==> src/rtl/writeback_arbiter.sv <==
// Writeback arbiter: queues ALU and LSU results in per-source FIFOs, grants one
// head entry per cycle round-robin onto the register-file write port, and tracks pending writes.

module wb_fifo #(
  parameter int AW    = 5,
  parameter int DW    = 32,
  parameter int DEPTH = 4
) (
  input  logic          clk,
  input  logic          reset,
  input  logic          push,
  input  logic [AW-1:0] push_rd,
  input  logic [DW-1:0] push_data,
  input  logic          pop,
  output logic          full,
  output logic          empty,
  output logic [AW-1:0] head_rd,
  output logic [DW-1:0] head_data
);
  localparam int PW = $clog2(DEPTH);

  logic [AW-1:0] rd_mem   [DEPTH];
  logic [DW-1:0] data_mem [DEPTH];
  logic [PW:0]   wr_ptr;
  logic [PW:0]   rd_ptr;

  // The extra MSB on each pointer separates full from empty when the indices match.
  assign empty     = (wr_ptr == rd_ptr);
  assign full      = (wr_ptr[PW] != rd_ptr[PW]) && (wr_ptr[PW-1:0] == rd_ptr[PW-1:0]);
  assign head_rd   = rd_mem[rd_ptr[PW-1:0]];
  assign head_data = data_mem[rd_ptr[PW-1:0]];

  always_ff @(posedge clk) begin
    if (reset) begin
      wr_ptr <= '0;
      rd_ptr <= '0;
    end else begin
      if (push && !full) begin
        rd_mem[wr_ptr[PW-1:0]]   <= push_rd;
        data_mem[wr_ptr[PW-1:0]] <= push_data;
        wr_ptr                   <= wr_ptr + 1'b1;
      end
      if (pop && !empty) begin
        rd_ptr <= rd_ptr + 1'b1;
      end
    end
  end
endmodule

module writeback_arbiter #(
  parameter int REG_COUNT  = 32,
  parameter int REG_WIDTH  = 32,
  parameter int FIFO_DEPTH = 4
) (
  input  logic                         clk,
  input  logic                         reset,
  input  logic                         alu_valid,
  output logic                         alu_ready,
  input  logic [$clog2(REG_COUNT)-1:0] alu_rd,
  input  logic [REG_WIDTH-1:0]         alu_data,
  input  logic                         lsu_valid,
  output logic                         lsu_ready,
  input  logic [$clog2(REG_COUNT)-1:0] lsu_rd,
  input  logic [REG_WIDTH-1:0]         lsu_data,
  input  logic                         issue_valid,
  input  logic [$clog2(REG_COUNT)-1:0] issue_rd,
  output logic [$clog2(REG_COUNT)-1:0] rf_address,
  output logic [REG_WIDTH-1:0]         rf_wr_data,
  output logic                         rf_wr_en,
  output logic [REG_COUNT-1:0]         pending
);
  localparam int AW = $clog2(REG_COUNT);

  typedef enum logic {SRC_ALU = 1'b0, SRC_LSU = 1'b1} src_t;

  src_t rr_state, rr_next;
  src_t grant_src;
  logic grant_valid;

  logic          alu_full, alu_empty, alu_push, alu_pop;
  logic          lsu_full, lsu_empty, lsu_push, lsu_pop;
  logic [AW-1:0] alu_head_rd, lsu_head_rd, grant_rd;
  logic [REG_WIDTH-1:0] alu_head_data, lsu_head_data, grant_data;

  logic [REG_COUNT-1:0] set_vec, clr_vec, pending_next;

  assign alu_ready = !alu_full && !reset;
  assign lsu_ready = !lsu_full && !reset;

  // Writes to r0 finish the handshake but never occupy a slot.
  assign alu_push = alu_valid && alu_ready && (alu_rd != '0);
  assign lsu_push = lsu_valid && lsu_ready && (lsu_rd != '0);

  wb_fifo #(.AW(AW), .DW(REG_WIDTH), .DEPTH(FIFO_DEPTH)) u_alu_fifo (
    .clk       (clk),
    .reset     (reset),
    .push      (alu_push),
    .push_rd   (alu_rd),
    .push_data (alu_data),
    .pop       (alu_pop),
    .full      (alu_full),
    .empty     (alu_empty),
    .head_rd   (alu_head_rd),
    .head_data (alu_head_data)
  );

  wb_fifo #(.AW(AW), .DW(REG_WIDTH), .DEPTH(FIFO_DEPTH)) u_lsu_fifo (
    .clk       (clk),
    .reset     (reset),
    .push      (lsu_push),
    .push_rd   (lsu_rd),
    .push_data (lsu_data),
    .pop       (lsu_pop),
    .full      (lsu_full),
    .empty     (lsu_empty),
    .head_rd   (lsu_head_rd),
    .head_data (lsu_head_data)
  );

  always_ff @(posedge clk) begin
    if (reset) rr_state <= SRC_ALU;
    else       rr_state <= rr_next;
  end

  // The priority pointer only moves when both sources compete.
  always_comb begin
    rr_next     = rr_state;
    grant_valid = !alu_empty || !lsu_empty;
    grant_src   = SRC_ALU;
    if (!alu_empty && !lsu_empty) begin
      grant_src = rr_state;
      rr_next   = (rr_state == SRC_ALU) ? SRC_LSU : SRC_ALU;
    end else if (!lsu_empty) begin
      grant_src = SRC_LSU;
    end
  end

  assign alu_pop    = grant_valid && (grant_src == SRC_ALU);
  assign lsu_pop    = grant_valid && (grant_src == SRC_LSU);
  assign grant_rd   = (grant_src == SRC_ALU) ? alu_head_rd   : lsu_head_rd;
  assign grant_data = (grant_src == SRC_ALU) ? alu_head_data : lsu_head_data;

  always_comb begin
    set_vec = '0;
    clr_vec = '0;
    if (issue_valid && (issue_rd != '0)) set_vec[issue_rd] = 1'b1;
    if (grant_valid) clr_vec[grant_rd] = 1'b1;
    // A new reservation landing on the retiring register must survive.
    pending_next    = (pending & ~clr_vec) | set_vec;
    pending_next[0] = 1'b0;
  end

  always_ff @(posedge clk) begin
    if (reset) begin
      rf_wr_en   <= 1'b0;
      rf_address <= '0;
      rf_wr_data <= '0;
      pending    <= '0;
    end else begin
      rf_wr_en <= grant_valid;
      if (grant_valid) begin
        rf_address <= grant_rd;
        rf_wr_data <= grant_data;
      end
      pending <= pending_next;
    end
  end
endmodule

==> config.mk <==
export PLATFORM = sky130hd
export DESIGN_NAME = writeback_arbiter
export DESIGN_NICKNAME = d
export VERILOG_FILES = /design/src/rtl/writeback_arbiter.sv
export SDC_FILE = /design/constraint.sdc
export NUM_CORES = 1
export LEC_CHECK = 0
export BUFFER_PORTS_ARGS = -buffer_cell sky130_fd_sc_hd__clkbuf_2
export CAP_MARGIN = 20
export CORE_UTILIZATION = 50
export DETAILED_ROUTE_END_ITERATION = 16
export PLACE_DENSITY = 0.69
export SLEW_MARGIN = 10
export SYNTH_ARGS = -nofsm -noshare
export SYNTH_HDL_FRONTEND = slang
export SYNTH_HIERARCHICAL = 1
export SYNTH_SLANG_ARGS = --single-unit
==> constraint.sdc <==
create_clock -name clk -period 15.6 [get_ports clk]
set_clock_uncertainty 0.1 [all_clocks]
set_input_delay 2.34 -clock clk [delete_from_list [all_inputs] [get_ports clk]]
set_output_delay 2.34 -clock clk [all_outputs]
set_load 0.01 [all_outputs]
-- Word-level counts from Yosys, hierarchy flattened
Memory sizes are Yosys's and may differ from the RTL's. A register that Yosys moved wholly into a read port is not among the register bits.
Index checks and enable logic that the tools add are counted.
- muxes and demuxes: 25
- equal/unequal tests: 6
- multipliers: 0
- order comparisons: 4
- shift operators: 0
- bitwise logic cells: 4
- divide/modulo/power cells: 0
- reductions and logical operators: 27
- $add $sub $neg: 4
- operators with widths (operator ; number):
    32-bit 2-to-1 mux ; 3
    32-bit bitwise AND ; 1
    32-bit NOT ; 1
    32-bit bitwise OR ; 1
    1-bit logical AND ; 18
    2-bit 2-to-1 mux ; 8
    5-bit nonzero test ; 3
    3-bit by 1-bit adder with 3-bit output (second input constant) ; 4
    5-bit by 6-bit less-than comparator with 1-bit output (second input constant) ; 2
    1-bit 2-to-1 mux ; 11
    1-bit demux with 5-bit select ; 2
    5-bit by 1-bit >= comparator with 1-bit output (second input constant) ; 2
    3-bit == test ; 2
    1-bit zero test ; 5
    5-bit 2-to-1 mux ; 1
    2-bit == test ; 2
    1-bit != test ; 2
    1-bit logical OR ; 1
    1-bit NOT ; 1
- logic and storage cells: 84
- RAM bits: 296
- memories: 4
- bits in latches: 0
- output and inout bits: 72
- memory bits (read-only): 0
- register bits: 83
- input port bits: 84
- memories (memory ; depth ; width ; read ports ; clocked after Yosys merged registers in ; write ports ; RTL line ; text):
    u_alu_fifo.data_mem ; 4 ; 32 ; 1 ; 1 ; 1 ; 23 ; logic [DW-1:0] data_mem [DEPTH];
    u_lsu_fifo.data_mem ; 4 ; 32 ; 1 ; 1 ; 1 ; 23 ;
    u_alu_fifo.rd_mem ; 4 ; 5 ; 1 ; 1 ; 1 ; 22 ; logic [AW-1:0] rd_mem [DEPTH];
    u_lsu_fifo.rd_mem ; 4 ; 5 ; 1 ; 1 ; 1 ; 22 ;

-- Longest topological paths before layout
Gate-level depths: netlist (run 1).
- depth after elaboration: 13
- gate-level depth with buffers: 10

-- Cells and area by module
Netlist (run 1), hierarchy kept.
- by module, submodules not included (module ; cells an instance ; area each (µm²) ; times used):
    wb_fifo at u_lsu_fifo ; 263 ; 5918.2 ; 1
    wb_fifo at u_alu_fifo ; 265 ; 5915.7 ; 1
    writeback_arbiter ; 415 ; 3240.6 ; 1

-- Worst setup path before layout (run 1)
OpenSTA, ideal clock, no wires.
- path kind: input to register
- from: in reset
- to: mem u_lsu_fifo.data_mem[0][0] (enable)
- arrival time: 6.147 ns
- library setup time: 0.499 ns
- slack: 8.854 ns
- path buffers: 1
- stages on the path: 6
- cell sequence: clkbuf_1 nor2_1 nand2_1 a21oi_1 nand2b_1 a311oi_1
- word-level cells in the longest chain between the ends: 8
- ends and longest elaborated chain (element ; RTL line ; text):
    start: declaration ; 56 ; input logic reset,
    1-bit zero test ; 88 ; assign lsu_ready = !lsu_full && !reset;
    1-bit logical AND ; 88 ;
    via lsu_ready ; 62 ; output logic lsu_ready,
    1-bit logical AND (2 in a row) ; 92 ; assign lsu_push = lsu_valid && lsu_ready && (lsu_rd != '0);
    via lsu_push ; 81 ; logic lsu_full, lsu_empty, lsu_push, lsu_pop;
    1-bit logical AND ; 38 ; if (push && !full) begin
    1-bit 2-to-1 mux ; 38 ;
    1-bit 2-to-1 mux ; 34 ; if (reset) begin
    1-bit 2-to-1 mux (implied by the code) ; 40 ; data_mem[wr_ptr[PW-1:0]] <= push_data;
    end: declaration ; 23 ;
The timed path passes the listed nets, and every way through them passes these cells.

-- Worst setup path in the final report (run 1)
- from: in reset
- to: out alu_ready
- word-level cells in the longest chain between the ends: 2
- ends and longest elaborated chain (element ; RTL line ; text):
    1-bit zero test ; 87 ; assign alu_ready = !alu_full && !reset;
    1-bit logical AND ; 87 ;
    end: declaration ; 58 ; output logic alu_ready,
No other way between the ends.

==> results of run 1 <==
==> power groups by stage <==
stage | clock network [mW] | registers [mW] | logic, mW
global placement | 0 | 1.22 | 0.674
finish | 0.868 | 1.20 | 0.677
global route | 0.925 | 1.21 | 0.743
CTS | 0.887 | 1.20 | 0.684
floorplan | 0 | 1.22 | 0.494
detailed placement | 0 | 1.22 | 0.682
==> registers in the layout (all words and copies together), names as in the netlist, 5 cells and up, named ones only <==
| register | flops |
|---|---|
| u_alu_fifo/data_mem | 128 |
| u_alu_fifo/rd_mem | 20 |
| rf_wr_data | 32 |
| u_lsu_fifo/rd_mem | 20 |
| rf_address | 5 |
| pending | 31 |
| u_lsu_fifo/data_mem | 128 |
==> final timing paths <==
kind | endpoint | slack, ps | start
max | alu_ready | 10080 | reset
max reg2reg | pending[2] | 11710 | u_lsu_fifo/wr_ptr[0]
min reg2reg | rf_address[0] | 390 | rf_address[0]
min | rf_address[0] | 390 | rf_address[0]
==> per-layer routing <==
layer  global-route usage [%]  vias up  wire length (µm)
li1                         -     4026                 -
met1                    28.12     4305             13200
met2                    34.14      295             15630
met3                    3.896       43              2081
met4                    6.196        0               660
met5                        0        -                 0
==> critical path: stages <==
cell,delay (ps)
buf_4,390
nor2_1,160
clkbuf_2,160
==> cells in the final DEF, fill, tap and decap left out, drive strengths merged, types with 6 or more instances in the layout <==
cell	netlist	layout
a21oi	39	39
a311oi	67	67
buf	35	13
clkbuf	27	202
clkinv	0	19
dfxtp	86	86
edfxtp	296	296
ha	10	10
inv	15	15
mux4	74	74
nand2	115	115
nand3	13	13
nand4	9	9
nor2	54	54
nor2b	8	8
nor3	8	8
nor3b	8	8
o211ai	7	7
o21ai	11	11
xnor2	6	6
xor2	6	6
==> final cells by class <==
cell class	instances	area, µm²
clock buffers	49	1054
flip-flops and latches	382	10610
inverters	15	56.30
repair buffers	166	863.3
fillers	2317	12290
well taps	390	488.0
multi-input cells	484	4124
clock inverters	22	151.4
==> through the flow <==
step           hold slack, ps  utilization [%]
2_1_floorplan           393.8                -
3_3_place_gp            382.2            54.42
3_5_place_dp            380.5            54.42
4_1_cts                 392.9            58.49
5_1_grt                 427.1            58.54
6_report                390.4            58.54
==> kinds of logic (layout without fill, tap and decap cells) <==
family	after synthesis	count (layout)	share of synthesized area [%]
buffers and inverters	77	252	2.473
adders and majority gates	10	10	0.8300
AOI/OAI and AO/OA	148	148	7.354
DFF	382	382	70.39
and+or+nand+nor	238	238	7.063
other	1	1	0.02488
muxes	75	75	11.12
xor gates and xnor gates	12	12	0.7470
==> metrics.csv, run 1 <==
stage,metric,value,unit
run_status,status,finished clean,
place,placed cell count,1435,
place,post-placement cell area,16130,µm²
route,number of DRC markers after the initial detailed-route iteration,729,
sta,final worst path period need,5516,ps
route,Via density,5.749,
sta,achievable clock frequency,0.1813,GHz
floorplanning,width of the chip,175.6,µm
clocking,CTS Buf Count,39,
critical_path,Worst R2R Path Depth,9,
yosys,combined area of all synthesized cells,15070,µm²
layout,fraction of layout cells with a size suffix above 1,27.91,%
yosys,average size of a mapped cell,15.99,µm²
route,Post-route DRC,0,
power,reported leakage power,5.846,nW
worst_hold_path,Min-Delay Path Class,flop to flop,
clocking,Worst-path clk slew,60,ps
yosys,top cells by area in the synthesized netlist,"edfxtp_1 59%, dfxtp_1 11%, mux4_2 11%, a311oi_1 3.8%, nand2_1 2.9%",
power,share of total power in combinational logic,24.6,%
global_routing,global-route wire length before repair,48090,µm
sta,number of endpoints with negative hold slack in the final report,0,
floorplanning,placeable core area,29640,µm²
critical_path,arrival time at the worst endpoint,3080,ps
global_routing,vias in the first global route,8364,
yosys,Gate Count Post-Synth,943,
place,DP HPWL,20240,µm
yosys,number of synthesized flops with an enable pin,296,
route,1st-pass router iterations,5,
worst_hold_path,number of cells on the worst hold path,2,
yosys,number of warnings reported in the yosys synthesis log,6,
sta,setup repair after global routing missed its margin,false,
layout,number of nets in the layout,1182,
clocking,number of hold-repair buffers added at the cts stage,0,
yosys,post-synthesis net count,1037,
route,final WL,31570,µm
global_routing,initial antenna violation count,0,
place,final weighted congestion of routability-driven global placement,0.8086,
global_routing,Congestion Overflow GR,0,
clocking,CTS resizes,0,
flow_run,number of max-cap violations,0,
floorplanning,standard-cell row count,63,
clocking,Clock Tree Root,clkbuf_16,
route,via total after detailed routing,8669,
route,Antenna Nets Post-Route,0,
yosys,asr flop ratio synth,0,%
clocking,clock tree from TritonCTS,yes,
clocking,Clock Path Buffers,3,
clocking,clock sinks,382,
power,cell internal pwr,1.914,mW
yosys,commonest cells in the netlist,"296 x edfxtp_1, 115 x nand2_1, 86 x dfxtp_1",
sta,Fin Setup TNS,0,ps
critical_path,start-to-end type of the worst setup path,input pin to primary output,
sta,final setup margin,10080,ps
yosys,"flops & latches, synth",382,
floorplanning,I/O Pins,156,
floorplanning,Die Area,30850,µm²
critical_path,Worst Setup End Kind,primary output,
sta,count of pins over their slew limit,0,
power,Clk pwr share,31.6,%
yosys,Most used DFF post-synth,edfxtp_1,
sta,part of the cycle the worst path needs,35.36,%
yosys,share of the synthesized area in the top cell type,58.96,%
yosys,"count leader, synth",edfxtp_1,
power,Reg power frac,43.8,%
yosys,largest area contributor in the synthesized netlist,edfxtp_1,
global_routing,pin count of the biggest net entering global routing,63,
clocking,H-tree level count,2,
power,switching power of the nets,0.8335,mW
global_routing,Overall Global Routing Usage,20.72,%
floorplanning,Initial Util,50.86,%
layout,antenna fix cells,0,
place,Post-Place Setup Slack,10080,ps
clocking,clock latency of the later-clocked register in the worst-skew pair,530,ps
power,Power Density,158.4,nW/µm²
layout,area of all placed cells without fillers,17350,µm²
sta,slew of the pin with the lowest slew margin,1060,ps
power,Power Total,2.748,mW
clocking,post-CTS setup buffer count,0,
critical_path,required time at the worst-slack endpoint,13160,ps
yosys,share of the yosys chip area belonging to registers,70.39,%
power,fraction of power spent switching nets,30.34,%
place,count of port buffers added during placement,154,
power,worst vdd rail ir drop,0.1204,mV
layout,area grow syn2layout,15.09,%
yosys,library cells used by synthesis,49,
layout,post-route non-filler standard cell count,1508,
floorplanning,die height,175.6,µm
sta,Final setup violation count,0,
critical_path,maximum fanout along the worst path,45,
sta,max-slew headroom at the worst pin,29.34,%
route,routed wire length per instance,20.94,µm
critical_path,sort of element at the start of the critical path,input pin,
(Power assumes the default switching activity.)
==> inputs of run 2 (changes only) <==
Settings changed: PLACE_DENSITY 0.69 to 0.72.
Clock period 15.6 ns to 4.85 ns, I/O delays scaled along.
==> metrics.csv, run 2 (synthesis results as in run 1) <==
stage,metric,value,unit,change
power,Reg power frac,44.5,%,was 43.8%
critical_path,Worst Setup End Kind,flop,,was primary output
clocking,clock tree from TritonCTS,yes,,unchanged
clocking,post-CTS setup buffer count,0,,unchanged
critical_path,required time at the worst-slack endpoint,5100,ps,"was 13,160 ps"
sta,slew of the pin with the lowest slew margin,1090,ps,was 1060 ps
floorplanning,Initial Util,50.86,%,unchanged
critical_path,maximum single-stage delay on the critical path,690,ps,was 390 ps
floorplanning,I/O Pins,156,,unchanged
run_status,status,finished clean,,unchanged
power,share of total power in combinational logic,24.1,%,was 24.6%
sta,final hold slack,312.1,ps,was 390.4 ps
floorplanning,width of the chip,175.6,µm,unchanged
global_routing,global-route wire length before repair,48020,µm,"was 48,090 µm"
route,Post-route DRC,0,,unchanged
power,Power Total,8.843,mW,was 2.748 mW
layout,final core utilization,58.52,%,was 58.54%
sta,part of the cycle the worst path needs,76.82,%,
critical_path,arrival time at the worst endpoint,3970,ps,was 3080 ps
layout,fill cell instance count of the final layout,2296,,"was 2,317"
power,Clk pwr share,31.5,%,was 31.6%
layout,area grow syn2layout,15.06,%,was 15.09%
global_routing,Overall Global Routing Usage,20.81,%,was 20.72%
route,1st-pass router iterations,5,,unchanged
critical_path,FF-to-FF End,pending[17],,was pending[2]
sta,setup repair after global routing missed its margin,false,,unchanged
clocking,Clock Tree Root,clkbuf_16,,unchanged
sta,count of pins over their slew limit,0,,unchanged
place,placed cell count,1436,,"was 1,435"
place,DP HPWL,20790,µm,"was 20,240 µm"
flow_run,number of max-cap violations,0,,unchanged
sta,Fin Setup TNS,0,ps,unchanged
sta,max-slew headroom at the worst pin,27.21,%,was 29.34%
critical_path,Worst path slowest cell,xnor2_1,,was buf_4
route,via total after detailed routing,8706,,"was 8,669"
floorplanning,standard-cell row count,63,,unchanged
sta,achievable clock frequency,0.2684,GHz,
sta,Final setup violation count,0,,unchanged
layout,area of all placed cells without fillers,17340,µm²,"was 17,350 µm²"
clocking,H-tree level count,2,,unchanged
layout,number of nets in the layout,1182,,unchanged
clocking,clock latency of the later-clocked register in the worst-skew pair,520,ps,was 530 ps
critical_path,chain of cells forming the critical path,xnor2_1 > nand2_1 > nor2_1 > o21bai_4 > mux2i_1 > nor2b_1 > a311oi_1,,was buf_4 > nor2_1 > clkbuf_2
critical_path,sort of element at the start of the critical path,flop,,was input pin
global_routing,vias in the first global route,8331,,"was 8,364"
route,routed wire length per instance,21.01,µm,was 20.94 µm
layout,"commonest non-fill, non-tap cell in the layout",edfxtp_1,,unchanged
clocking,CTS Buf Count,39,,unchanged
place,final weighted congestion of routability-driven global placement,0.8862,,was 0.8086
place,Post-Place Setup Slack,1211,ps,"was 10,080 ps"
layout,fraction of layout cells with a size suffix above 1,27.84,%,was 27.91%
global_routing,pin count of the biggest net entering global routing,74,,was 63
critical_path,Worst R2R Path Depth,7,,was 9
sta,final setup margin,1124,ps,"was 10,080 ps"
route,Via density,5.773,,was 5.749
power,Power Density,509.8,nW/µm²,was 158.4 nW/µm²
power,reported leakage power,5.846,nW,about the same
worst_hold_path,number of cells on the worst hold path,1,,was 2
place,count of port buffers added during placement,154,,unchanged
clocking,clock sinks,382,,unchanged
critical_path,maximum fanout along the worst path,51,,was 45
place,post-placement cell area,16140,µm²,"was 16,130 µm²"
floorplanning,Die Area,30850,µm²,unchanged
worst_hold_path,Min-Delay Path Class,input pin to flop,,was flop to flop
worst_hold_path,worst hold path endpoint,u_alu_fifo/data_mem[2][16],,was rf_address[0]
clocking,number of hold-repair buffers added at the cts stage,0,,unchanged
floorplanning,placeable core area,29640,µm²,unchanged
clocking,CTS resizes,0,,unchanged
route,Antenna Nets Post-Route,0,,unchanged
power,worst vdd rail ir drop,0.4088,mV,was 0.1204 mV
worst_hold_path,worst hold start,alu_data[16],,was rf_address[0]
global_routing,initial antenna violation count,2,,was 0
critical_path,start-to-end type of the worst setup path,flop to flop,,was input pin to primary output
critical_path,internal reg-to-reg setup slack,1120,ps,"was 11,710 ps"
sta,number of endpoints with negative hold slack in the final report,0,,unchanged
route,final WL,31680,µm,"was 31,570 µm"
power,fraction of power spent switching nets,30.34,%,about the same
route,number of DRC markers after the initial detailed-route iteration,912,,was 729
power,switching power of the nets,2.683,mW,was 0.8335 mW
power,cell internal pwr,6.160,mW,was 1.914 mW
layout,post-route non-filler standard cell count,1508,,unchanged
sta,final worst path period need,3726,ps,
layout,most frequent cells in the layout,"296 x edfxtp_1, 153 x clkbuf_2, 114 x nand2_1",,unchanged
floorplanning,die height,175.6,µm,unchanged
critical_path,source of the worst register-to-register timing path,u_lsu_fifo/wr_ptr[0],,unchanged
clocking,Worst-path clk slew,60,ps,about the same
clocking,Clock Path Buffers,3,,unchanged
global_routing,Congestion Overflow GR,0,,unchanged
-- run 2: changes by cell type in the layout (fill, tap and decap cells not counted) --
cell        delta
clkbuf_1       +1
clkinv_1       -1
clkinvlp_4     -1
diode_2        +1
-- run 2: final cells by class --
type	count	area (µm²)	area share, %
flip-flops and latches	382	10610	61.19
multi-input cells	484	4124	23.78
clock buffers	50	1057	6.096
repair buffers	166	863.3	4.978
well taps	390	488.0	2.813
clock inverters	20	140.1	0.8080
inverters	15	56.30	0.3246
diodes	1	2.502	0.01443
-- run 2: worst max-delay path: cells and delay by family, from the launching register on --
family | cells | cell delay, ps
AND/OR/NAND/NOR | 3 | 1240
flip-flops | 1 | 390
multiplexers | 1 | 430
AO/OA/AOI/OAI | 2 | 700
XOR/XNOR | 1 | 690
-- run 2: worst max-delay path by stage --
stage          slack, ps  cells after the start                        end            startpoint
6_report            1120                      7                pending[17]  u_lsu_fifo/wr_ptr[0]
5_1_grt              780                      7                pending[17]  u_lsu_fifo/rd_ptr[0]
4_1_cts             1200                      7                pending[17]  u_lsu_fifo/rd_ptr[0]
3_5_place_dp        1210                      7                 pending[3]  u_lsu_fifo/rd_ptr[0]
3_3_place_gp        1340                      7                pending[17]  u_lsu_fifo/wr_ptr[0]
2_1_floorplan        200                      7  u_alu_fifo/data_mem[3][0]                 reset
-- run 2: power groups by stage --
stage	Combinational (mW)	Clock, mW	Sequential, mW
after floorplan	1.59	0	3.94
after global routing	2.32	2.96	3.96
final	2.13	2.78	3.93
after global placement	2.09	0	4.00
after CTS	2.14	2.83	3.94
after detailed placement	2.13	0	4.01
-- run 2: per-layer routing --
metal  track usage [%]  up-vias  share of wire [%]
met2             34.42      310                 49
met1             27.63     4325                 41
li1                  -     4018                  -
met4             5.906        2                2.2
met5                 0        -              0.038
met3             4.827       51                7.7
